`src/rtl/mem_port_arbiter.sv`:
```
// Shares one memory port between instruction fetch and data access; data wins
// unless ARB_STARVE_EN is defined, which bounds how long a waiting fetch can be starved.
module mem_port_arbiter #(
  parameter int MEM_LAT    = 2,
  parameter int STARVE_MAX = 4
) (
  input  logic        clk_i,
  input  logic        rst_i,
  input  logic        if_req_i,
  input  logic [31:0] if_addr_i,
  output logic        if_ack_o,
  output logic [31:0] if_data_o,
  input  logic        dm_req_i,
  input  logic        dm_we_i,
  input  logic [31:0] dm_addr_i,
  input  logic [31:0] dm_wdata_i,
  output logic        dm_ack_o,
  output logic [31:0] dm_rdata_o,
  output logic        mem_en_o,
  output logic        mem_we_o,
  output logic [31:0] mem_addr_o,
  output logic [31:0] mem_wdata_o,
  input  logic [31:0] mem_rdata_i,
  output logic        stall_o
);

  if (MEM_LAT < 1 || MEM_LAT > 15 || STARVE_MAX < 1 || STARVE_MAX > 15) begin : g_bad_param
    $error("mem_port_arbiter: MEM_LAT and STARVE_MAX must lie in 1..15");
  end

  localparam logic [3:0] LAT_LOAD = 4'(MEM_LAT - 1);

  typedef enum logic [1:0] {
    IDLE   = 2'd0,
    IF_ACC = 2'd1,
    DM_ACC = 2'd2,
    RESP   = 2'd3
  } state_t;

  state_t      state, state_nxt;
  logic [3:0]  cnt, cnt_nxt;
  logic [31:0] addr_q, wdata_q, rdata_q;
  logic        we_q, dm_sel;
  logic        grant_dm, grant_if;
  logic        last_cyc;

`ifdef ARB_STARVE_EN
  logic [3:0] starve_cnt;
  logic       starve_hit;

  assign starve_hit = (starve_cnt >= 4'(STARVE_MAX));
  // A starved fetch overrides the data port's normal priority for one grant.
  assign grant_dm   = dm_req_i & ~(if_req_i & starve_hit);
`else
  assign grant_dm   = dm_req_i;
`endif
  assign grant_if = if_req_i & ~grant_dm;

  assign last_cyc = ((state == IF_ACC) || (state == DM_ACC)) && (cnt == 4'd0);

  always_comb begin
    state_nxt   = state;
    cnt_nxt     = cnt;
    mem_en_o    = 1'b0;
    mem_we_o    = 1'b0;
    mem_addr_o  = 32'd0;
    mem_wdata_o = 32'd0;
    if_ack_o    = 1'b0;
    if_data_o   = 32'd0;
    dm_ack_o    = 1'b0;
    dm_rdata_o  = 32'd0;
    case (state)
      IDLE: begin
        if (grant_dm) begin
          state_nxt = DM_ACC;
          cnt_nxt   = LAT_LOAD;
        end else if (grant_if) begin
          state_nxt = IF_ACC;
          cnt_nxt   = LAT_LOAD;
        end
      end
      IF_ACC: begin
        mem_en_o   = 1'b1;
        mem_addr_o = addr_q;
        if (cnt == 4'd0) state_nxt = RESP;
        else             cnt_nxt   = cnt - 4'd1;
      end
      DM_ACC: begin
        mem_en_o    = 1'b1;
        mem_addr_o  = addr_q;
        mem_wdata_o = wdata_q;
        mem_we_o    = we_q && (cnt == LAT_LOAD);
        if (cnt == 4'd0) state_nxt = RESP;
        else             cnt_nxt   = cnt - 4'd1;
      end
      RESP: begin
        state_nxt = IDLE;
        if (dm_sel) begin
          dm_ack_o   = 1'b1;
          dm_rdata_o = we_q ? 32'd0 : rdata_q;
        end else begin
          if_ack_o  = 1'b1;
          if_data_o = rdata_q;
        end
      end
      default: state_nxt = IDLE;
    endcase
  end

  assign stall_o = (if_req_i & ~if_ack_o) | (dm_req_i & ~dm_ack_o);

  always_ff @(posedge clk_i or negedge rst_i) begin
    if (!rst_i) begin
      state   <= IDLE;
      cnt     <= 4'd0;
      addr_q  <= 32'd0;
      wdata_q <= 32'd0;
      rdata_q <= 32'd0;
      we_q    <= 1'b0;
      dm_sel  <= 1'b0;
    end else begin
      state <= state_nxt;
      cnt   <= cnt_nxt;
      if (state == IDLE) begin
        if (grant_dm) begin
          addr_q  <= dm_addr_i;
          wdata_q <= dm_wdata_i;
          we_q    <= dm_we_i;
          dm_sel  <= 1'b1;
        end else if (grant_if) begin
          addr_q  <= if_addr_i;
          wdata_q <= 32'd0;
          we_q    <= 1'b0;
          dm_sel  <= 1'b0;
        end
      end
      if (last_cyc) rdata_q <= mem_rdata_i;
    end
  end

`ifdef ARB_STARVE_EN
  always_ff @(posedge clk_i or negedge rst_i) begin
    if (!rst_i) begin
      starve_cnt <= 4'd0;
    end else if (state == IDLE) begin
      if (!if_req_i || grant_if)
        starve_cnt <= 4'd0;
      else if (grant_dm && starve_cnt != 4'hF)
        starve_cnt <= starve_cnt + 4'd1;
    end
  end
`endif

endmodule

```
`config.mk`:
```
export PLATFORM = sky130hd
export DESIGN_NAME = mem_port_arbiter
export DESIGN_NICKNAME = d
export VERILOG_FILES = /design/src/rtl/mem_port_arbiter.sv
export SDC_FILE = /design/constraint.sdc
export NUM_CORES = 1
export LEC_CHECK = 0
export ABC_AREA = 1
export CAP_MARGIN = 20
export CORE_UTILIZATION = 44
export DETAILED_ROUTE_END_ITERATION = 7
export PLACE_DENSITY = 0.88
export SKIP_LAST_GASP = 1
export SYNTH_ARGS = -nofsm -noshare
export SYNTH_HDL_FRONTEND = slang
export SYNTH_SLANG_ARGS = --single-unit
```
`constraint.sdc`:
```
create_clock -name clk_i -period 4.6 [get_ports clk_i]
set_clock_uncertainty 0.2 [all_clocks]
set_input_delay 0.46 -clock clk_i [delete_from_list [all_inputs] [get_ports clk_i]]
set_output_delay 0.46 -clock clk_i [all_outputs]
set_load 0.02 [all_outputs]
```
==> run summary <==
clock latency on the worst-skew pair -> 0.33 ns
critical-path cell list -> inv_1 > ha_1 > buf_4 > nand2_1 > inv_1 > clkdlybuf4s50_1
via count -> 5348
Max Fclk -> 291 MHz
Starting Density -> 46.0%
Layout area overhead -> 56.3%
Yosys cell types -> 20
Die Wd -> 112 um
routed wire length -> 15.1 mm
dominant cells by area after synthesis -> dfrtp_1, nor2_1, inv_1
CTS tree -> done
CP endpoint -> mem_addr_o[17]
#FFs+latches synth -> 104
GRT busiest layer -> met2
met2 GRT Util -> 43.6%
post-CTS sizing -> 0
Crit. End Element -> output port
Worst VDD drop -> 0.000377 V
antenna violations before repair -> 0
GRT overflow -> 0
design area -> 0.00838 mm2
H-tree depth -> 3
reg-to-reg setup timing slack -> 1.75 ns
CTS Buffer Depth -> 2
vias per cell -> 4.80
first-pass GRT wire length -> 24.9 mm
share of layout cells above drive strength 1 -> 3.19%
nets -> 1107
number of I/O pins -> 266
die area -> 0.0126 mm2
max cap viols -> 0
vias in the first global route -> 5214
DRC -> 0
fin crit share -> 74.6%
Max-slew headroom -> 40.1%
clock sink count -> 104
post-CTS setup buffers -> 0
status -> completed
Worst Setup Path Type -> flip-flop to output port
most frequent CP cell -> inv_1
post-synthesis net count -> 867
GPL Wtd Cong -> 0.816
final worst path period need -> 3.43 ns
synth warn -> 0
final setup vio count -> 0
most frequent cells in the layout -> clkdlybuf4s50_1, nor2_1, inv_1
Yosys top cell area share -> 48.5%
CP Launch Type -> flip-flop
Cell Area, Placed -> 0.00806 mm2
TritonCTS Buffers -> 9
largest net degree at the start of global routing -> 73
CP peak stage delay -> 0.88 ns
Crit Reg-Reg Endpoint -> rdata_q[12]
Sum Neg Setup Slack -> 0 ns
Finished Core Util -> 71.9%
Critical Path Fanout Max -> 27
WL per Instance -> 13.5 um
mapped cell area -> 0.00536 mm2
Die Y -> 112 um
Crit-path slowest cell -> ha_1
CTS Hold Bufs -> 0
WP data required -> 3.94 ns
worst hold-check path type -> primary input to asynchronous set/reset pin
FF-to-FF Start -> state[0]
met1 usage -> 29.8%
Worst-Margin Slew -> 0.898 ns
1st-iter DRT viols -> 326
DRT Pass-1 Iters -> 4
power density cells -> 653 mW/mm2
leakage power -> 4.13 nW
crit path DAT -> 2.77 ns
IO Port Bufs -> 265
Core Area -> 0.0117 mm2
most common cell after layout, fill and taps aside -> clkdlybuf4s50_1
Synth Area per Inst -> 7.38 um2
post-synthesis sequential area ratio -> 48.5%
Global Route Usage Sum -> 24.5%
FF-to-FF path depth -> 6
Cells after Synth -> 727
endpoints failing hold -> 0
GR Util met3 -> 4.16%
hpwl dp -> 10.8 mm
CTS Root Cell -> clkbuf_16
area leader, netlist -> dfrtp_1
unrepaired setup endpoints after global routing -> no
Slew Limit Fails -> 0
worst setup path startpoint -> state[0]
DRT antenna net count -> 0
Worst-path clk slew -> 0.07 ns
FP Rows -> 39
Antenna Cells -> 0
## synthesized netlist by cell type (all sizes together)
cell type    n
inv        141
nor3         1
clkbuf      20
dfrtp      104
o21ai       72
a21oi       34
o22ai        1
or2          1
nand3       42
nor2       163
nand2       83
o21a        32
ha           7
buf         26
## routing by layer
metal	wire length, um	up-vias
met2	7740	168
met5	0	-
met1	6140	2465
met3	785	29
li1	-	2686
met4	385	0
## per-stage QoR
stage          setup WS, ns  hold WS [ns]  total power [mW]  instances
2_1_floorplan          2.41       -0.0356              3.42        727
3_3_place_gp           1.62         0.273              4.65       1098
3_5_place_dp           1.50         0.280              4.74       1098
4_1_cts                1.13        0.0768              5.51       1113
5_1_grt               0.952         0.132              5.91       1114
6_report               1.17        0.0397              5.47       1114
## report_power, final
group	leakage (nW)	switching, mW	internal [mW]	total (mW)
sequential	1.21	0.209	1.37	1.58
combinational	2.78	1.80	1.33	3.14
clock	0.138	0.337	0.422	0.759
## area by class of cell
cell class,count,area (um2)
fillers,915,3280
repair buffers,275,2750
flip-flops and latches,104,2600
multi-input cells,436,2030
inverters,141,529
clock buffers,9,225
well taps,143,179
clock inverters,6,67.6
## registers in the layout (all words and copies together), names as in the netlist
signal   count
dm_sel       1
cnt          4
we_q         1
rdata_q     32
addr_q      32
wdata_q     32
state        2
## worst max-delay path, delay by kind of cell, from the launching register on
| kind | cells | cell delay [ns] |
|---|---|---|
| flops | 1 | 0.38 |
| fa+ha+maj | 1 | 0.88 |
| buf+inv | 4 | 1.09 |
| simple gates | 1 | 0.07 |
## kinds of logic (layout without fill, tap and decap cells)
group / Yosys count / count (layout) / share of synthesized area, %
AOI/OAI and AO/OA: 139 / 139 / 14.7
and+or+nand+nor: 290 / 290 / 21.3
adders and majority gates: 7 / 7 / 1.63
DFF: 104 / 104 / 48.5
buffers and inverters: 187 / 431 / 13.8
## how the worst min path moves through the flow
| stage | from | end | slack (ns) | depth (start not counted) |
|---|---|---|---|---|
| finish | rst_i | rdata_q[0] | 0.04 | 1 |
| floorplan | rst_i | addr_q[0] | -0.04 | 0 |
| detailed placement | addr_q[13] | addr_q[13] | 0.28 | 1 |
| global placement | addr_q[30] | addr_q[30] | 0.27 | 1 |
| CTS | rst_i | rdata_q[0] | 0.08 | 1 |
| global route | rst_i | rdata_q[0] | 0.13 | 1 |
(Power assumes the default switching activity.)
